<file path="src/rtl/gen_interrupciones.sv">
// gen_interrupciones: interrupt request generator for the processor core.
// A programmable periodic timer and N_EXT rising-edge external lines feed a
// pending register. A three-state FSM dispatches the highest-priority pending
// source as a one-cycle pulse, then tracks the handler through the control
// unit's push/pop strobes. It re-arms only when the handler's own return pops.
module gen_interrupciones #(
  parameter int N_EXT   = 4,
  parameter int DEPTH_W = 4
) (
  input  logic             clk,
  input  logic             reset,
  input  logic             enable,
  input  logic [7:0]       conf_data,
  input  logic [N_EXT-1:0] irq_ext,
  input  logic             push,
  input  logic             pop,
  input  logic             s_interrupcion,
  output logic             interrupcion,
  output logic             clock_out,
  output logic [2:0]       irq_id,
  output logic             in_service
);

  localparam logic [1:0] S_IDLE    = 2'd0;
  localparam logic [1:0] S_FIRE    = 2'd1;
  localparam logic [1:0] S_SERVICE = 2'd2;

  // Timer configuration and counters
  logic [1:0]         r_base;
  logic [5:0]         r_umbral;
  logic [11:0]        r_presc;
  logic [5:0]         r_ticks;

  // Request tracking
  logic [N_EXT-1:0]   r_irq_q;
  logic [N_EXT:0]     r_pend;

  // Dispatch FSM
  logic [1:0]         r_state;
  logic [2:0]         r_irq_id;
  logic [DEPTH_W-1:0] r_depth;

  logic               w_presc_tick;
  logic               w_tick_en;
  logic [5:0]         w_ticks_inc;
  logic               w_timer_match;
  logic [N_EXT-1:0]   w_ext_rise;
  logic               w_dispatch;
  logic [2:0]         w_win_id;
  logic [N_EXT:0]     w_win_oh;
  logic [N_EXT:0]     w_clr;
  logic [N_EXT:0]     w_pend_next;

  // Prescaler tick: fires on the edge where the selected low bits wrap to 0
  always_comb begin
    // NOTE: every signal assigned in always_comb gets a default first so no latch is inferred.
    w_presc_tick = 1'b0;
    case (r_base)
      2'b00:   w_presc_tick = 1'b1;
      2'b01:   w_presc_tick = &r_presc[3:0];
      2'b10:   w_presc_tick = &r_presc[7:0];
      default: w_presc_tick = &r_presc[11:0];
    endcase
  end

  // A tick is discarded while config is loading, and umbral=0 disables the timer
  assign w_tick_en     = w_presc_tick && !enable && (r_umbral != 6'd0);
  assign w_ticks_inc   = r_ticks + 6'd1;
  assign w_timer_match = w_tick_en && (w_ticks_inc == r_umbral);

  // Timer: config load, free-running prescaler and tick counter
  always_ff @(posedge clk) begin
    // NOTE: sequential state uses non-blocking assignments so every flop samples pre-edge values.
    if (reset) begin
      r_base   <= 2'b00;
      r_umbral <= 6'd0;
      r_presc  <= 12'd0;
      r_ticks  <= 6'd0;
    end else if (enable) begin
      r_base   <= conf_data[7:6];
      r_umbral <= conf_data[5:0];
      r_presc  <= 12'd0;
      r_ticks  <= 6'd0;
    end else begin
      r_presc <= r_presc + 12'd1;
      if (r_umbral == 6'd0)
        r_ticks <= 6'd0;
      else if (w_tick_en)
        r_ticks <= w_timer_match ? 6'd0 : w_ticks_inc;
    end
  end

  assign w_ext_rise = irq_ext & ~r_irq_q;
  assign w_dispatch = (r_state == S_IDLE) && (r_pend != '0);

  // Fixed priority: lowest pend index wins (timer first)
  always_comb begin
    w_win_id = 3'd0;
    w_win_oh = '0;
    for (int i = N_EXT; i >= 0; i--) begin
      if (r_pend[i]) begin
        w_win_id    = 3'(i);
        w_win_oh    = '0;
        w_win_oh[i] = 1'b1;
      end
    end
  end

  // Next pending set: clear the dispatched bit, then OR in new events so a
  // same-cycle re-request of that bit survives as a fresh pending
  always_comb begin
    w_clr       = w_dispatch ? w_win_oh : '0;
    w_pend_next = (r_pend & ~w_clr) | {w_ext_rise, w_timer_match};
    if (enable)
      w_pend_next[0] = 1'b0;
  end

  // Edge-detect register and pending bits
  always_ff @(posedge clk) begin
    if (reset) begin
      r_irq_q <= '0;
      r_pend  <= '0;
    end else begin
      r_irq_q <= irq_ext;
      r_pend  <= w_pend_next;
    end
  end

  // Dispatch FSM with nested-call depth tracking during service
  always_ff @(posedge clk) begin
    if (reset) begin
      r_state  <= S_IDLE;
      r_irq_id <= 3'd0;
      r_depth  <= '0;
    end else begin
      case (r_state)
        S_IDLE: begin
          if (w_dispatch) begin
            r_state  <= S_FIRE;
            r_irq_id <= w_win_id;
            r_depth  <= '0;
          end
        end
        S_FIRE: r_state <= S_SERVICE;
        S_SERVICE: begin
          if (pop) begin
            if (r_depth == '0)
              r_state <= S_IDLE;
            else
              r_depth <= r_depth - 1'b1;
          end else if (push && !s_interrupcion && (r_depth != '1)) begin
            r_depth <= r_depth + 1'b1;
          end
        end
        default: r_state <= S_IDLE;
      endcase
    end
  end

  // Moore outputs decoded from registered state only
  assign clock_out    = (r_state == S_FIRE) && (r_irq_id == 3'd0);
  assign interrupcion = (r_state == S_FIRE) && (r_irq_id != 3'd0);
  assign irq_id       = r_irq_id;
  assign in_service   = (r_state != S_IDLE);

endmodule

</file>
<file path="config.mk">
export PLATFORM = sky130hd
export DESIGN_NAME = gen_interrupciones
export DESIGN_NICKNAME = d
export VERILOG_FILES = /design/src/rtl/gen_interrupciones.sv
export SDC_FILE = /design/constraint.sdc
export NUM_CORES = 1
export LEC_CHECK = 0
export ABC_AREA = 1
export CAP_MARGIN = 20
export CORE_MARGIN = 5
export CORE_UTILIZATION = 40
export CTS_BUF_LIST = sky130_fd_sc_hd__clkbuf_4
export CTS_CLUSTER_DIAMETER = 30
export DETAILED_ROUTE_END_ITERATION = 10
export DONT_BUFFER_PORTS = 1
export PLACE_DENSITY = 0.54
export SLEW_MARGIN = 20
export SYNTH_ARGS = -nofsm -noshare
export SYNTH_HDL_FRONTEND = slang
export SYNTH_SLANG_ARGS = --single-unit
</file>
<file path="constraint.sdc">
create_clock -name clk -period 1.6 [get_ports clk]
set_clock_uncertainty 0.1 [all_clocks]
set_input_delay 0.32 -clock clk [delete_from_list [all_inputs] [get_ports clk]]
set_output_delay 0.32 -clock clk [all_outputs]
set_load 0.01 [all_outputs]
</file>
; ---- Word level (Yosys, flattened, before mapping)
; Cells that the tools add are included.
; W data, S select, Z words.
[op_classes]
addsub = 4
eq_ne = 11
muxes = 22
bitwise_logic = 5
n_reduce_logical = 28
[ops]
columns = op, n
row1 = $mux W5, 6
row2 = $mux W4, 4
row3 = $mux W3, 5
row4 = $add A12 B1 Y12 const B, 1
row5 = $reduce_and A12 Y1, 1
row6 = $logic_and A1 B1 Y1, 8
row7 = $pmux W4 S2, 1
row8 = $reduce_and A4 Y1, 2
row9 = $reduce_and A8 Y1, 1
row10 = $add A6 B1 Y6 const B, 1
row11 = $eq A6 B6 Y1, 1
row12 = $logic_not A6 Y1, 1
row13 = $mux W2, 3
row14 = $mux W6, 1
row15 = $ne A2 B2 Y1 const B, 3
row16 = $ne A3 B3 Y1 const B, 2
row17 = $pmux W2 S3, 1
row18 = $reduce_bool A6 Y1, 1
row19 = $and A5 B5 Y5, 1
row20 = $not A5 Y5, 1
row21 = $or A5 B5 Y5, 1
row22 = $reduce_bool A5 Y1, 1
row23 = $add A4 B1 Y4 const B, 1
row24 = $and A4 B4 Y4, 1
row25 = other kinds (16), 21
[word_totals]
ff_bits = 44
input_bits = 18
out_inout_bits = 6
word_cells = 80

; ---- Depth between registers and ports, before layout
; Gate-level depths: netlist (run 1).
[logic_depth]
depth_word = 9
ltp_mapped = 12
ltp_nobuf = 12

; ---- Worst setup path before layout (run 1)
; OpenSTA, ideal clock, no wires.
[synth_timing]
kind = reg-to-reg
startpoint = register r_ticks[0]
endpoint = register r_ticks[0]
setup_ns = 0.114
arrival_ns = 1.393
required_ns = 1.386
setup_slack_ns = -0.006
path_stages_with_launch = 13
path_buffers = 0
period_less_slack_ns = 1.606
cell_sequence = dfxtp_1 > ha_1 > inv_1 > nand2_1 > nand2_1 > nand2_1 > nand2_1 > nor2_1 > nand3_1 > nor2_2 > nand2_4 > nand2_1 > a21oi_2
[synth_via]
elab_chain_cells = 4
[synth_lines]
columns = element, line_no
row1 = "start, declared", 32  ; logic [5:0] r_ticks;
row2 = "start signal, assigned", 89  ; r_ticks <= w_timer_match ? 6'd0 : w_ticks_inc;
row3 = $add A6 B1 Y6 *, 68  ; assign w_ticks_inc = r_ticks + 6'd1;
row4 = $eq A6 B6 Y1, 69  ; assign w_timer_match = w_tick_en && (w_ticks_inc == r_umbral);
row5 = $logic_and A1 B1 Y1, 69
row6 = $mux W6 *, 89
; Every way passes the cells marked *; elsewhere a longest branch is shown, timed or not.
; A chain may end at the register's enable or synchronous reset.

; ---- Final worst setup path (run 1)
[layout_timing]
startpoint = register r_ticks[0]
endpoint = register r_ticks[1]
; Same word-level chain as after synthesis.

==> summary.txt, run 1 <==
Timing
  – Slew Limit Headroom: 61.0%
  – Slew Viols, Final: 0
  – Final setup vio count: 0
  – Post-layout min period: 1.60 ns
  – Setup TNS: 0 ns
  – Final period utilization: 99.9%
  – FMAX: 0.626 GHz
  – Actual slew at the worst max-slew pin: 0.583 ns
  – RSZ-0062 raised after global routing: yes
  – Final Hold Vio Count: 0
  – Final worst slack: 0.00178 ns

Floorplan
  – IO Count: 24
  – Die Height: 83.8 um
  – Initial core utilization: 41.8%
  – Die Area: 7010 sq um
  – DIE WIDTH: 83.8 um
  – # rows: 26
  – Core area: 5200 sq um

Power
  – Clock power frac: 29.5%
  – Reg power frac: 51.1%
  – Sw power: 739 uW
  – Sw Ratio: 30.2%
  – Static leakage: 1.11 nW
  – Combinational share of power: 19.4%
  – Power Dens Cells: 939 nW/um^2
  – Internal power: 1.71 mW
  – Maximum vdd drop: 0.000524 V

Logic synthesis
  – Number of synthesized flops with an enable pin: 0
  – Net count after synthesis: 318
  – Netlist Area Pre-Place: 2180 sq um
  – Synthesized area per cell: 7.38 sq um
  – Library cells used by synthesis: 37
  – Area contributors post-synth: dfxtp_1 (40%), nand2_1 (7.8%), nor2_1 (7.1%)
  – Yosys warns: 0
  – Top cell type's share of synthesized area: 40.5%
  – Fraction of registers with async set/reset: 0%
  – Synth top cells by count: nand2_1 (45), dfxtp_1 (44), nor2_1 (41)
  – Post-synth top flop: dfxtp_1
  – Cells after synthesis: 295
  – Most frequent cell after synthesis: nand2_1
  – Seq/Total Area, Yosys: 40.5%
  – #FFs+latches synth: 44
  – Synth area leader: dfxtp_1

Setup path
  – Critical Path Sink Type: flop
  – Max FO, Critical Path: 4
  – Slowest cell on the critical path: dfxtp_2
  – Max stage delay on crit path: 0.36 ns
  – Startpoint Class: flop
  – Crit-path most repeated cell: nand3_1
  – Setup CP Type: flop to flop
  – CP Cell Sequence: ha_4, buf_4, nand4_1, nand3_1, nand2_1, nand3_1, nor2_2, nand2_4, inv_4, nor2_1
  – Req. time, crit path: 1.75 ns
  – Arr. time, crit path: 1.75 ns

Layout
  – Final core occ: 50.1%
  – Final Cell Area: 2610 sq um
  – Layout fillers: 528
  – Antenna diodes: 0
  – Final #Nets: 343
  – Syn-to-layout area delta: 20.0%
  – Share of layout cells above drive strength 1: 24.6%

Placed design
  – GP Congestion: 0.867
  – Port bufs: 0
  – Pre-CTS setup slack: -0.0528 ns
  – HPWL after DPL: 3.43 mm
  – Area after DPL: 2340 sq um

Global route
  – Largest net degree at the start of global routing: 16
  – Vias in the first global route: 1,825
  – Initial antenna violation count: 0
  – First-pass GRT wire length: 8.12 mm
  – Global Route Usage Sum: 13.8%
  – Remaining global-route overflow: 0

Routing
  – Drt drc: 0
  – Vias per cell: 4.79
  – DRT Pass-1 Iters: 4
  – Number of DRC markers in iteration 0: 62
  – Via count: 1,873
  – Wirelength per Cell: 11.6 um
  – Antenna viol nets, final: 0
  – Routed wire length: 4.54 mm

Outcome
  – Run status: completed

Clocking
  – Reg clk slew, reported paths: 0.14 ns
  – CTS Root Cell: clkbuf_4
  – # H-tree levels: 2
  – CTS buffer count: 5
  – Max clock buf depth: 2
  – CTS tree: built
  – Clock sink count: 44
  – Clk_lat worst skew: 0.36 ns

Run
  – Max-cap violations: 0

Worst hold path
  – Worst min path class: primary input to flop
## logic make-up (layout without fill, tap and decap cells)
| kind of cell | after synthesis | after routing | share of synthesized area [%] |
|---|---|---|---|
| AND/OR/NAND/NOR | 142 | 142 | 32.3 |
| buffers and inverters | 42 | 68 | 7.71 |
| flip-flops | 44 | 44 | 40.5 |
| XOR/XNOR | 3 | 3 | 1.21 |
| AO/OA/AOI/OAI | 59 | 59 | 15.1 |
| adder cells (fa/ha/maj) | 5 | 5 | 3.22 |
## through the flow
stage	hold slack, ns	power [mW]	std cells
2_1_floorplan	0.308	1.59	295
6_report	0.0259	2.45	391
3_3_place_gp	0.294	1.70	373
3_5_place_dp	0.297	1.70	373
5_1_grt	0.00191	2.60	391
4_1_cts	0.00350	2.46	390
## critical path: cells and delay by family (launching register included)
kind	cells	cell delay, ns
adders and majority gates	1	0.16
buffers and inverters	2	0.21
DFF	1	0.36
and+or+nand+nor	7	0.65
## layout by cell type, fill, tap and decap left out, types with 3 or more instances in the layout
cell	netlist	final
a21oi_2	3	3
a21oi_1	27	27
buf_4	0	15
nand2_4	3	3
nor2_4	4	4
nand4_1	6	6
nor2_2	5	6
dlygate4sd3_1	0	8
nand2_1	45	41
inv_1	30	30
nor2_1	41	40
o21ai_1	4	5
nand3_1	17	16
o21ai_0	18	17
nor3_1	5	5
dfxtp_1	44	35
dfxtp_2	0	9
nand2_2	6	9
inv_2	6	6
clkbuf_4	0	5
## final cells by class
cell class / count / area, sq um / area share, %
clock buffer: 5 / 37.5 / 1.44
clock inverter: 3 / 46.3 / 1.77
inverter: 37 / 141 / 5.42
multi-input combinational: 209 / 1210 / 46.5
sequential: 44 / 892 / 34.2
tap: 70 / 87.6 / 3.36
timing repair buffer: 23 / 193 / 7.38
## state kept, by name, indices dropped and copies added (netlist names), 3 cells and up
signal and count:
r_irq_q 4, irq_id 3, r_pend 5, r_presc 12
r_ticks 6, r_umbral 6, r_depth 4
## what timing repair did
action	CTS	global route
pin swaps	4	7
setup buffers	1	1
hold endpoints to repair	18	0
hold buffers	8	0
setup endpoints to repair	8	11
resized for setup	8	16
## path summary, 6_finish.rpt
check / start / end / slack, ns / cells past startpoint
worst min-delay path: enable / r_base[1] / 0.03 / 2
worst min register to register: r_irq_q[2] / r_pend[3] / 0.33 / 1
worst max register to register: r_ticks[0] / r_ticks[1] / 0.002 / 10
worst max-delay path: r_ticks[0] / r_ticks[1] / 0.002 / 10
## power by group through the flow
stage	combinational, mW	clock [mW]	sequential, mW
detailed placement	0.433	0	1.27
finish	0.475	0.722	1.25
floorplan	0.335	0	1.25
CTS	0.463	0.751	1.25
global placement	0.429	0	1.27
global route	0.543	0.792	1.27
## routing by layer
metal,up-vias,routed length (um),track usage (%)
met2,25,2050,22.1
met5,-,0,0
met4,0,59,3.95
li1,1016,-,-
met3,6,194,3.75
met1,826,2230,18.0
Power figures use the tool's default switching activity.
==> run 2: changes to the inputs <==
--- a/config.mk
+++ b/config.mk
@@ -9,7 +9,7 @@
 export CAP_MARGIN = 20
 export CORE_MARGIN = 5
 export CORE_UTILIZATION = 40
-export CTS_BUF_LIST = sky130_fd_sc_hd__clkbuf_4
+export CTS_BUF_LIST = sky130_fd_sc_hd__clkbuf_2
 export CTS_CLUSTER_DIAMETER = 30
 export DETAILED_ROUTE_END_ITERATION = 10
 export DONT_BUFFER_PORTS = 1
==> constraint.sdc (replaced) <==
create_clock -name clk -period 1.3 [get_ports clk]
set_clock_uncertainty 0.1 [all_clocks]
set_input_delay 0.26 -clock clk [delete_from_list [all_inputs] [get_ports clk]]
set_output_delay 0.26 -clock clk [all_outputs]
set_load 0.01 [all_outputs]
==> summary.txt, run 2 (synthesis gave the netlist of run 1 again) <==
Outcome
  – Run status: finished with violations
  – Failing checks: negative setup slack

Setup path
  – Req. time, crit path: 0.94 ns
  – Critical Path Sink Type: output pin
  – Reg-to-reg critical path endpoint: r_ticks[3]
  – Worst r2r src: r_presc[1]
  – Setup CP Type: flop to output pin
  – Startpoint Class: flop
  – Slowest cell on the critical path: dfxtp_2
  – Crit path from: r_state[1]
  – Reg2reg setup slack: -0.34 ns
  – Worst setup endpoint: clock_out
  – Arr. time, crit path: 1.29 ns
  – Max FO, Critical Path: 2
  – Max stage delay on crit path: 0.39 ns
  – CP Cell Sequence: inv_2, buf_6, nand2_8, nor4_4, buf_4
  – R2R cell count: 12

Global route
  – Vias in the first global route: 2,086
  – Largest net degree at the start of global routing: 17
  – First-pass GRT wire length: 9.20 mm
  – Remaining global-route overflow: 0
  – Global Route Usage Sum: 15.7%
  – Initial antenna violation count: 0

Layout
  – Largest Register: r_presc
  – Layout fillers: 477
  – Antenna diodes: 0
  – Share of layout cells above drive strength 1: 44.6%
  – Most frequent cells in the layout: buf_4 (60), nand2_1 (36), nor2_1 (33)
  – Max reg flops: 12
  – Largest registers: r_presc x12, r_ticks x6, r_umbral x6
  – Final #Nets: 405
  – Finished Layout Cells: 453
  – Most common cell after layout, fill and taps aside: buf_4
  – Syn-to-layout area delta: 52.7%

Routing
  – Antenna viol nets, final: 0
  – Vias per cell: 4.70
  – Via count: 2,129
  – Routed wire length: 5.31 mm
  – Wirelength per Cell: 11.7 um
  – Drt drc: 0
  – DRT Pass-1 Iters: 4
  – Number of DRC markers in iteration 0: 65

Floorplan
  – DIE WIDTH: 83.8 um
  – # rows: 26
  – Initial core utilization: 41.8%
  – Die Area: 7010 sq um
  – Die Height: 83.8 um
  – Core area: 5200 sq um
  – IO Count: 24

Power
  – Static leakage: 1.46 nW
  – Maximum vdd drop: 0.000745 V
  – Power Dens Cells: 990 nW/um^2

Timing
  – Actual slew at the worst max-slew pin: 0.649 ns
  – Final setup vio count: 28
  – Final period utilization: 127%
  – Slew Limit Headroom: 56.7%
  – Slew Viols, Final: 0
  – FMAX: 0.607 GHz
  – Post-layout min period: 1.65 ns
  – Final Hold Vio Count: 0
  – RSZ-0062 raised after global routing: yes
  – Hold_ws: 0.0478 ns
  – Final worst slack: -0.349 ns

Worst hold path
  – Worst min path class: primary input to flop
  – Hold Path Origin: reset

Placed design
  – Placed insts: 410
  – HPWL after DPL: 3.66 mm
  – GP Congestion: 0.868
  – Port bufs: 0
  – Pre-CTS setup slack: -0.341 ns

Run
  – Max-cap violations: 0

Clocking
  – CTS tree: built
  – CTS buffer count: 5
  – Clock sink count: 44
  – CTS Root Cell: clkbuf_2
  – Reg clk slew, reported paths: 0.25 ns
  – Clk_lat worst skew: 0.42 ns
  – Max clock buf depth: 2
  – # H-tree levels: 2
## run 2: cell count changes in the layout (fill, tap and decap cells not counted), moves of 6 or more
cell,before,now
nor2_1,40,33
a21oi_1,27,19
a21oi_2,3,11
dfxtp_1,35,29
buf_6,0,10
buf_4,15,60
dlygate4sd3_1,8,14
## run 2: layout make-up
| type | instances | area, sq um | share of cell area [%] |
|---|---|---|---|
| clock buffers | 5 | 25.0 | 0.753 |
| clock inverters | 3 | 46.3 | 1.39 |
| inverters | 37 | 141 | 4.26 |
| multi-input cells | 209 | 1390 | 42.0 |
| flip-flops and latches | 44 | 912 | 27.5 |
| well taps | 70 | 87.6 | 2.64 |
| repair buffers | 85 | 716 | 21.5 |
## run 2: what timing repair did
item,CTS,global route
pin swaps,18,21
gates resized for setup,43,36
hold buffers,15,0
setup endpoints to repair,22,36
endpoints found under the hold margin,29,0
setup buffers,9,13
## run 2: layer usage
layer | GRT usage [%] | vias to the layer above | routed length [um]
met3 | 3.46 | 4 | 145
li1 | - | 1139 | -
met5 | 0 | - | 0
met1 | 19.2 | 964 | 2490
met4 | 3.95 | 0 | 46
met2 | 27.6 | 22 | 2630
## run 2: worst max-delay path: cells and delay by family, from the launching register on
family / cells / cell delay [ns]
DFF: 1 / 0.39
and+or+nand+nor: 2 / 0.17
buffers and inverters: 3 / 0.32
## run 2: how the worst min path moves through the flow
stage                   to  slack, ns  depth (start not counted)
2_1_floorplan   r_irq_q[2]       0.27                          2
3_3_place_gp    r_state[1]       0.23                          1
3_5_place_dp    r_state[1]       0.23                          1
4_1_cts        r_umbral[3]       0.01                          3
5_1_grt          r_pend[3]       0.02                          3
6_report         r_pend[3]       0.05                          3
## run 2: metrics by stage
step	instance area [sq um]	setup TNS, ns	total power, mW	util, %
4_1_cts	3110	-5.29	3.25	59.7
2_1_floorplan	2240	-1.37	1.98	-
6_report	3320	-5.69	3.29	63.8
3_5_place_dp	2670	-3.05	2.24	51.3
3_3_place_gp	2670	-2.97	2.24	51.3
5_1_grt	3320	-8.51	3.51	63.8
## run 2: report_power, final
part | leakage (nW) | switching (mW) | internal (mW)
Sequential | 0.368 | 0.108 | 1.45
Combinational | 1.06 | 0.445 | 0.466
Clock | 0.0396 | 0.488 | 0.331
==> run 3: changes to the inputs <==
--- a/config.mk
+++ b/config.mk
@@ -6,7 +6,6 @@
 export NUM_CORES = 1
 export LEC_CHECK = 0
 export ABC_AREA = 1
-export CAP_MARGIN = 20
 export CORE_MARGIN = 5
 export CORE_UTILIZATION = 40
 export CTS_BUF_LIST = sky130_fd_sc_hd__clkbuf_2
==> results of run 3 <==
Same layout as run 2: the final DEF is identical, and so are final timing and power.
